[src/rtl/serial_paralelo_rx.sv]
// serial_paralelo_rx
//   Per-lane receive deserializer feeding the lane unstriper. Hunts for the
//   COM symbol at any bit offset, declares byte alignment after LOCK_COUNT
//   consecutive byte-aligned COMs, then packs every four non-COM bytes into a
//   32-bit word (first byte in [31:24]).
//
// Ports
//   clk_32f    in   1   bit clock, rising edge
//   reset_L    in   1   asynchronous active-low reset
//   data_in    in   1   serial data, MSB of each byte first
//   data_out   out  32  last assembled word
//   valid_out  out  1   data_out holds a word not yet superseded by idle
//   active     out  1   byte alignment locked
//   dbg_state  out  2   current FSM state (0 SEARCH, 1 ALIGN, 2 LOCKED)
//
// Handshake: no backpressure. valid_out is a level; a new word is delivered
// on every edge where data_out is loaded with valid_out<=1. The consumer must
// take each word within 32 clk_32f cycles.

module serial_paralelo_rx #(
   parameter logic [7:0]  COM        = 8'hBC,
   parameter int unsigned LOCK_COUNT = 4
) (
   input  logic        clk_32f,
   input  logic        reset_L,
   input  logic        data_in,
   output logic [31:0] data_out,
   output logic        valid_out,
   output logic        active,
   output logic [1:0]  dbg_state
);

   typedef enum logic [1:0] {
      S_SEARCH = 2'd0,
      S_ALIGN  = 2'd1,
      S_LOCKED = 2'd2
   } state_t;

   localparam logic [3:0] LC = LOCK_COUNT[3:0];

   state_t      r_state;
   logic [7:0]  r_sr;
   logic [2:0]  r_bit_cnt;
   logic [3:0]  r_com_cnt;
   logic [1:0]  r_byte_idx;
   logic [31:0] r_buf;

   logic [7:0]  w_byte_now;
   logic        w_boundary;
   logic        w_is_com;

   // The byte ending on this edge includes the bit being sampled now.
   assign w_byte_now = {r_sr[6:0], data_in};
   assign w_boundary = (r_bit_cnt == 3'd7);
   assign w_is_com   = (w_byte_now == COM);
   assign dbg_state  = r_state;

   always_ff @(posedge clk_32f or negedge reset_L) begin
      if (!reset_L) begin
         r_state    <= S_SEARCH;
         r_sr       <= 8'd0;
         r_bit_cnt  <= 3'd0;
         r_com_cnt  <= 4'd0;
         r_byte_idx <= 2'd0;
         r_buf      <= 32'd0;
         data_out   <= 32'd0;
         valid_out  <= 1'b0;
         active     <= 1'b0;
      end else begin
         r_sr <= w_byte_now;
         case (r_state)
            S_SEARCH: begin
               // Bit-by-bit hunt: a COM here fixes the byte phase, so the
               // next boundary falls exactly 8 edges later.
               if (w_is_com) begin
                  r_bit_cnt <= 3'd0;
                  r_com_cnt <= 4'd1;
                  if (LC == 4'd1) begin
                     r_state <= S_LOCKED;
                     active  <= 1'b1;
                  end else begin
                     r_state <= S_ALIGN;
                  end
               end
            end

            S_ALIGN: begin
               r_bit_cnt <= r_bit_cnt + 3'd1;
               if (w_boundary) begin
                  if (w_is_com) begin
                     if (r_com_cnt + 4'd1 >= LC) begin
                        r_com_cnt <= LC;     // saturate
                        r_state   <= S_LOCKED;
                        active    <= 1'b1;
                     end else begin
                        r_com_cnt <= r_com_cnt + 4'd1;
                     end
                  end else begin
                     r_com_cnt <= 4'd0;
                     r_state   <= S_SEARCH;
                  end
               end
            end

            S_LOCKED: begin
               r_bit_cnt <= r_bit_cnt + 3'd1;
               if (w_boundary) begin
                  if (w_is_com) begin
                     // Idle: drop any partial word, keep last data visible.
                     r_byte_idx <= 2'd0;
                     valid_out  <= 1'b0;
                  end else begin
                     case (r_byte_idx)
                        2'd0: r_buf[31:24] <= w_byte_now;
                        2'd1: r_buf[23:16] <= w_byte_now;
                        2'd2: r_buf[15:8]  <= w_byte_now;
                        default: r_buf[7:0] <= w_byte_now;
                     endcase
                     if (r_byte_idx == 2'd3) begin
                        data_out  <= {r_buf[31:8], w_byte_now};
                        valid_out <= 1'b1;
                     end
                     r_byte_idx <= r_byte_idx + 2'd1;   // wraps 3->0
                  end
               end
            end

            default: begin
               r_state <= S_SEARCH;
            end
         endcase
      end
   end

endmodule

[config.mk]
export PLATFORM = sky130hd
export DESIGN_NAME = serial_paralelo_rx
export DESIGN_NICKNAME = d
export VERILOG_FILES = /design/src/rtl/serial_paralelo_rx.sv
export SDC_FILE = /design/constraint.sdc
export NUM_CORES = 1
export LEC_CHECK = 0
export CORE_MARGIN = 5
export CORE_UTILIZATION = 49
export DETAILED_ROUTE_END_ITERATION = 6
export PLACE_DENSITY = 0.76
export SETUP_SLACK_MARGIN = 0.05
export SLEW_MARGIN = 20
export SYNTH_ARGS = -nofsm -noshare
export SYNTH_HDL_FRONTEND = slang
export SYNTH_SLANG_ARGS = --single-unit
[constraint.sdc]
create_clock -name clk_32f -period 1.85 [get_ports clk_32f]
set_input_delay 0.2775 -clock clk_32f [delete_from_list [all_inputs] [get_ports clk_32f]]
set_output_delay 0.2775 -clock clk_32f [all_outputs]
set_load 0.01 [all_outputs]
* After elaboration in Yosys (flattened, before gate mapping)
Cells that the tools add are included.
Storage, ports and cells: input port bits 3, register bits after elaboration 76, word-level logic and storage cells 58, output and inout bits 36
Cells by class: order comparisons 1, equal/unequal tests 10, bitwise logic cells 2, reduce and logical (&&, ||, !) cells 16, multiplexer cells 15, add/sub/neg operators 3
Operators by type and width (number):
- $reduce_and A4 Y1 | 6
- $mux W4 | 4
- $mux W2 | 5
- $eq A8 B8 Y1 const B | 1
- $pmux W4 S2 | 1
- $eq A2 B2 Y1 const B | 3
- $pmux W2 S3 | 1
- $pmux W3 S2 | 1
- $reduce_and A3 Y1 | 2
- $reduce_bool A2 Y1 | 3
- $add A4 B1 Y4 const B | 1
- $eq A2 B1 Y1 const B | 2
- $ge A4 B3 Y1 const B | 1
- $logic_not A2 Y1 | 2
- $ne A2 B2 Y1 const B | 2
- $reduce_and A2 Y1 | 2
- $add A3 B1 Y3 const B | 1
- $eq A3 B3 Y1 const B | 1
- $mux W3 | 1
- $ne A3 B3 Y1 const B | 1
- $add A2 B1 Y2 const B | 1
- $mux W1 | 2
- $not A1 Y1 | 2
- $reduce_or A2 Y1 | 1

* Depth between registers and ports, before layout
Gate-level depths: netlist of the first run.
depth in word-level cells 6, gate-level depth with buffers 7, mapped depth without buffers 6

* Least setup slack after synthesis of the first run
OpenSTA, ideal clock, no wires.
path kind reg-to-reg, start point register r_sr[5], end point register data_out[0], setup slack -173 ps, data required time 1725 ps, cell stages (with the launch flop) 6, setup time 125 ps, period minus slack after synthesis 2023 ps, arrival 1898 ps, buffers on the path 1, cells stage by stage dfrtp_1 > or4b_4 > or2_4 > nand3_1 > buf_4 > mux2_2
Between the ends: longest elaborated chain between the ends 3
Ends and longest elaborated chain:
- start, declared | RTL line 42 | logic [7:0] r_sr;
- start signal, assigned | RTL line 70 | r_sr <= w_byte_now;
- $eq A8 B8 Y1 | RTL line 55 | assign w_is_com = (w_byte_now == COM);
- $not A1 Y1 (no source line)
- $reduce_and A4 Y1 (no source line)
- end signal, assigned | RTL line 120 | data_out <= {r_buf[31:8], w_byte_now};
- end, declared | RTL line 27 | output logic [31:0] data_out,
Every way passes these cells. A chain may end at the register's enable or synchronous reset.

* Worst setup path in the final report of the first run
start point register r_sr[0], end point register r_buf[13]
Between the ends: longest elaborated chain between the ends 3
Ends and longest elaborated chain:
- $eq A8 B8 Y1 | RTL line 55
- $not A1 Y1 (no source line)
- $reduce_and A4 Y1 (no source line)
- end signal, assigned | RTL line 116 | 2'd2: r_buf[15:8] <= w_byte_now;
- end, declared | RTL line 46 | logic [31:0] r_buf;
Every way passes these cells.

==> results of run 1 <==
[cell type report]
| cell class | count | area share (%) |
|---|---|---|
| Sequential cell | 76 | 45.0 |
| Multi-Input combinational cell | 118 | 31.4 |
| Timing Repair Buffer | 64 | 14.9 |
| Clock buffer | 11 | 3.34 |
| Tap cell | 77 | 2.28 |
| Clock inverter | 5 | 1.98 |
| Inverter | 12 | 1.07 |
[stage by stage]
step / setup TNS [ns] / cells / hold slack [ns] / total power (W)
5_1_grt: -6.37 / 363 / 0.360 / 0.00341
4_1_cts: -4.50 / 361 / 0.354 / 0.00328
2_1_floorplan: -2.52 / 212 / -0.0181 / 0.00178
6_report: -2.88 / 363 / 0.369 / 0.00326
3_5_place_dp: -28.73 / 343 / 0.257 / 0.00188
3_3_place_gp: -27.11 / 343 / 0.255 / 0.00188
[per-layer routing]
layer	routed length (um)	vias up	share of wire (%)	track usage, %
met3	257	9	4.1	5.35
li1	-	892	-	-
met5	0	-	0	0
met2	3100	43	50	28.3
met4	88	0	1.4	6.50
met1	2800	1005	45	23.4
[flip-flops by register name, summed over array words and instances, names as in the netlist]
name / count
r_buf: 24
r_byte_idx: 2
data_out: 32
r_sr: 7
r_com_cnt: 4
dbg_state: 2
valid_out: 1
active: 1
r_bit_cnt: 3
[power by group through the flow]
stage	registers, W	logic, W	clock network (W)
5_1_grt	0.00169	0.000203	0.00152
3_5_place_dp	0.00172	0.000162	0
6_report	0.00169	0.000181	0.00140
4_1_cts	0.00168	0.000169	0.00142
2_1_floorplan	0.00172	0.0000588	0
3_3_place_gp	0.00172	0.000159	0
[Yosys cell counts]
cell type / n
o21ai_0: 3
a22oi_1: 2
ha_1: 11
buf_6: 1
a41o_1: 1
nor2b_1: 2
nor4_1: 1
nand2_1: 4
a21oi_1: 6
o22ai_1: 3
nor2_1: 3
o2111ai_1: 1
nor2_2: 1
a21boi_0: 1
nor3_1: 2
inv_1: 12
a311oi_1: 1
clkbuf_1: 2
nand4_1: 2
o41ai_1: 1
nand3_1: 3
a31oi_1: 1
or2_4: 1
a41oi_1: 1
a21bo_2: 1
buf_4: 3
nand3b_1: 1
mux2_2: 57
mux2i_1: 2
or4b_4: 1
dfrtp_1: 76
nand2b_1: 1
nand3_2: 3
or3_1: 1
[path summary, 6_finish.rpt]
path,slack [ns],depth (start not counted),endpoint
max,-0.08,5,r_buf[13]
min,0.37,2,r_sr[0]
max reg2reg,-0.08,5,r_buf[13]
min reg2reg,0.51,1,data_out[20]
max in group asynchronous,0.86,3,data_out[3]
min in group asynchronous,0.42,2,r_com_cnt[1]
[critical path, cell delays in order (launching register included)]
cell	delay, ns
dfrtp_1	0.38
or4b_4	0.51
or2_4	0.29
buf_4	0.16
nand3_4	0.14
mux2_4	0.32
[layout by cell type, fill, tap and decap left out, types with 3 or more instances in the layout]
master           synthesis  final
clkdlybuf4s50_1          0     36
o22ai_1                  3      3
nand3_4                  0      4
dfrtp_1                 76     76
nand2_1                  4      4
clkbuf_8                 0     10
mux2_2                  57     24
o21ai_0                  3      3
inv_1                   12     12
mux2_4                   0     33
buf_12                   0      4
ha_1                    11     11
buf_4                    3     20
a21oi_1                  6      4
[cells by family after synthesis]
family | count (synthesis) | share of synthesized area, %
buffers and inverters | 18 | 2.79
adder cells (fa/ha/maj) | 11 | 4.44
AND/OR/NAND/NOR | 26 | 5.21
AO/OA/AOI/OAI | 22 | 4.77
multiplexers | 59 | 21.4
flip-flops | 76 | 61.4
[timing repair]
action | 4_1_cts | 5_1_grt
buffers inserted | 1 | 2
hold buffers | 1 | 0
pin swaps | 1 | 4
hold endpoints to repair | 33 | 0
setup endpoints to repair | 60 | 63
resized for setup | 29 | 16
==> results_dict.tcl, run 1 <==
set metrics [dict create \
    status "finished with violations" \
    violations "setup timing" \
    syn_to_final_growth_pct 36.5 \
    hold_path.class "in2reg" \
    ys_seq_area_share_pct 61.4 \
    hp-start "data_in" \
    r2r_start "r_sr[0]" \
    place_area_um2 3780 \
    finalHoldViolCount 0 \
    required_ns 2.07 \
    insertion_delay_ns 0.34 \
    grt_pass1_wl_mm 10.6 \
    drc 0 \
    n_fill_cell 435 \
    start_kind "flop" \
    grt_pass1_vias 2126 \
    dr.pass1.iters 4 \
    slew_headroom_pct 70.5 \
    num_rows 29 \
    boundaryPins 39 \
    worstPathArrival_ns 2.15 \
    cts_buffer_depth 2 \
    combinationalPowerShare_pct 5.5 \
    grt_usage_pct 17.9 \
    fin_crit_ns 1.93 \
    period_share_pct 104 \
    rsz0062_at_grt "true" \
    syn-cell-area_um2 3100 \
    crit_fanout 8 \
    fmax_mhz 519 \
    synth_top_area_cell "dfrtp_1" \
    cts.sinks 76 \
    utilization_pct 67.7 \
    core-area_um2 6240 \
    antenna_found_initial 0 \
    die_area_um2 8010 \
    drt-initial-drc-count 92 \
    routed-via-count 1949 \
    gp_congestion 0.815 \
    p_per_area_nw_per_um2 771 \
    start_util_pct 49.6 \
    cellLeakagePower_nw 2.08 \
    crit_path_start "r_sr[0]" \
    switchingPower_w 0.000712 \
    synth_seq_cells 76 \
    dp_worst_setup_slack_ns -0.480 \
    viasPerCell 5.37 \
    setup_ws_ns -0.0764 \
    cts_inserted_buffers 9 \
    register_area_um2 1900 \
    multi_input_area_um2 1330 \
    setup_violations 57 \
    tightest_slew_ns 0.443 \
    seqPwrFrac_pct 51.7 \
    htreeDepth 3 \
    dpl.hpwl_mm 4.19 \
    clk_pin_slew_ns 0.07 \
    finalNetCount 295 \
    io_buffers 38 \
    path_class "reg2reg" \
    ant_nets 0 \
    synth.distinct_cells 34 \
    syn_nets 226 \
    pwr-share-clk_pct 42.8 \
    cts_tree "done" \
    irDropWorstVdd_mv 0.610 \
    gr-total-overflow 0 \
    avgSynthCellArea_um2 14.6 \
    die_h_um 89.5 \
    timing.max_cap.violations 0 \
    die_w_um 89.5 \
    netlist.area_leader.share_pct 61.4 \
    switching_share_pct 21.8 \
    yosysWarnings 0 \
    fin_skew_ns 0.00681 \
    wl_per_cell_um 17.2 \
    crit_path_end_kind "flop" \
    syn_inst 212 \
    drive_above_1_share_pct 39.9 \
    antennaDiodeCount 0 \
    ys_top_cells_by_area "dfrtp_1 61%, mux2_2 21%, ha_1 4.4%" \
    cts_root_buf "clkbuf_8" \
    slew_violations 0 \
    wirelength_mm 6.24 \
    grt_max_degree 44 \
    intPower_w 0.00255 \
    fin_area_um2 4230 \
]
Note: power is estimated with default switching activity, not from simulation.
==> inputs of run 2 (changes only) <==
--- a/config.mk
+++ b/config.mk
@@ -9,3 +9,5 @@
 export CORE_UTILIZATION = 49
+export CTS_CLUSTER_SIZE = 24
 export DETAILED_ROUTE_END_ITERATION = 6
+export GPL_TIMING_DRIVEN = 0
 export PLACE_DENSITY = 0.76
==> constraint.sdc (replaced) <==
create_clock -name clk_32f -period 1.85 [get_ports clk_32f]
set_input_delay 0.37 -clock clk_32f [delete_from_list [all_inputs] [get_ports clk_32f]]
set_output_delay 0.37 -clock clk_32f [all_outputs]
set_load 0.01 [all_outputs]
==> run 2 against run 1 <==
Net effect: the run still ends with setup timing left; flip-flop and latch count unchanged; critical path depth unchanged; worst setup slack worse by 0.062 ns; critical endpoint is now data_out[23].
==> results_dict.tcl, run 2 (synthesized netlist as in run 1, its figures left out) <==
set metrics [dict create \
    max_stage_delay_ns 0.52 \
    tightest_slew_ns 0.685 \
    routed-via-count 1949 \
    cpMaxStageDelayCell "or4b_4" \
    largest_reg_flops 32 \
    num_rows 29 \
    dr.pass1.iters 4 \
    grt_pass1_vias 2085 \
    hold_path.class "in2reg" \
    r2r_slack_ns -0.14 \
    rsz0062_at_grt "true" \
    finalHoldViolCount 0 \
    post_layout_nonfiller_instances 357 \
    core-area_um2 6240 \
    gp_congestion 0.822 \
    fmax_mhz 503 \
    grt_pass1_wl_mm 10.8 \
    gr-total-overflow 0 \
    dp_worst_setup_slack_ns -0.782 \
    start_kind "flop" \
    worstPathArrival_ns 2.22 \
    irDropWorstVdd_mv 0.599 \
    n_fill_cell 437 \
    antenna_found_initial 0 \
    die_area_um2 8010 \
    cp_num_buf_inv 1 \
    cts.sinks 76 \
    crit_family "simple AND/OR/NAND/NOR gates" \
    timing.max_cap.violations 0 \
    die_w_um 89.5 \
    cellLeakagePower_nw 2.13 \
    start_util_pct 49.6 \
    violations "setup timing" \
    die_h_um 89.5 \
    required_ns 2.08 \
    hp-start "data_in" \
    setup_ws_ns -0.139 \
    clk_pin_slew_ns 0.08 \
    period_share_pct 108 \
    cts_buffer_depth 2 \
    r2r_end "data_out[23]" \
    viasPerCell 5.46 \
    io_buffers 38 \
    finalNetCount 290 \
    drt-initial-drc-count 138 \
    slew_violations 0 \
    cts_root_buf "clkbuf_8" \
    final_common_cell "dfrtp_1" \
    crit_fanout 10 \
    fin_crit_ns 1.99 \
    holdPathEnd "r_sr[0]" \
    r2r_start "r_sr[0]" \
    insertion_delay_ns 0.35 \
    ant_nets 0 \
    p_per_area_nw_per_um2 761 \
    reg_top3 "data_out (32), r_buf (24), r_sr (7)" \
    setup_violations 63 \
    regMostFlops "data_out" \
    fin_skew_ns 0.00859 \
    antennaDiodeCount 0 \
    final_cell_mix "74 x dfrtp_1, 46 x mux2_4, 36 x clkdlybuf4s50_1, 12 x inv_1" \
    status "finished with violations" \
    crit_path_end_kind "flop" \
    drc 0 \
    slew_headroom_pct 53.7 \
    dpl.hpwl_mm 3.89 \
    worstPathCellList "or4b_4, or2_4, nand3_4, buf_8, mux2_2" \
    rr_worst_depth 5 \
    path_class "reg2reg" \
    wl_per_cell_um 18.9 \
    cts_inserted_buffers 9 \
    finalPower_w 0.00328 \
    grt_max_degree 48 \
    holdPathStages 1 \
    drive_above_1_share_pct 41.4 \
    boundaryPins 39 \
    tns_ns -6.78 \
    htreeDepth 3 \
    grt_usage_pct 18.4 \
    dp.cells 328 \
    cts_tree "done" \
    fin_hold_ws_ns 0.364 \
    wirelength_mm 6.76 \
    syn_to_final_growth_pct 39.4 \
]
[run 2: final cells by class]
cell class	instances	area [um2]	share of cell area, %
sequential	76	1900	44.1
multi-input combinational	118	1410	32.6
timing repair buffer	54	567	13.1
clock buffer	10	138	3.19
tap	77	96.3	2.23
clock inverter	5	85.1	1.97
buffer	5	73.8	1.71
inverter	12	45.0	1.04
[run 2: per-layer routing]
layer / wire (um) / vias to the layer above / share of wire (%) / global-route usage [%]
met5: 0 / - / 0 / 0
met4: 182 / 0 / 2.7 / 10.0
met3: 305 / 13 / 4.5 / 3.78
met2: 3280 / 55 / 49 / 28.3
met1: 2990 / 998 / 44 / 24.6
li1: - / 883 / - / -
[run 2: how the worst max path moves through the flow]
stage          startpoint           end  slack [ns]  depth (start not counted)
6_report          r_sr[0]  data_out[23]       -0.14                          5
5_1_grt           r_sr[0]  data_out[24]       -0.18                          5
3_5_place_dp      data_in  data_out[16]       -0.78                          6
4_1_cts           r_sr[0]  data_out[23]       -0.12                          5
3_3_place_gp      reset_L  data_out[26]       -2.15                          1
2_1_floorplan     r_sr[0]   data_out[0]       -0.05                          5
[run 2: through the flow]
step	cell area, um2	util (%)
floorplan	3160	-
global placement	3630	58.2
detailed placement	3660	58.6
CTS	4200	67.3
global route	4320	69.1
finish	4320	69.1
[run 2: repair_timing]
action                                 in CTS  in global routing
setup endpoints to repair                  68                 66
buffers inserted                           12                  1
hold buffers                                1                  0
endpoints found under the hold margin      29                  0
gates cloned                                1                  0
pin swaps                                   7                  3
gates resized for setup                    50                 25
[run 2: worst register-to-register path, delay by kind of cell (launching register included)]
kind | cells | cell delay [ns]
flops | 1 | 0.41
mux | 1 | 0.34
simple gates | 3 | 0.96
buf+inv | 1 | 0.17
[run 2: report_power, final]
part / internal, W / switching (W)
clock: 0.000796 / 0.000609
sequential: 0.00168 / 0.0000200
combinational: 0.0000748 / 0.000110
total: 0.00255 / 0.000738
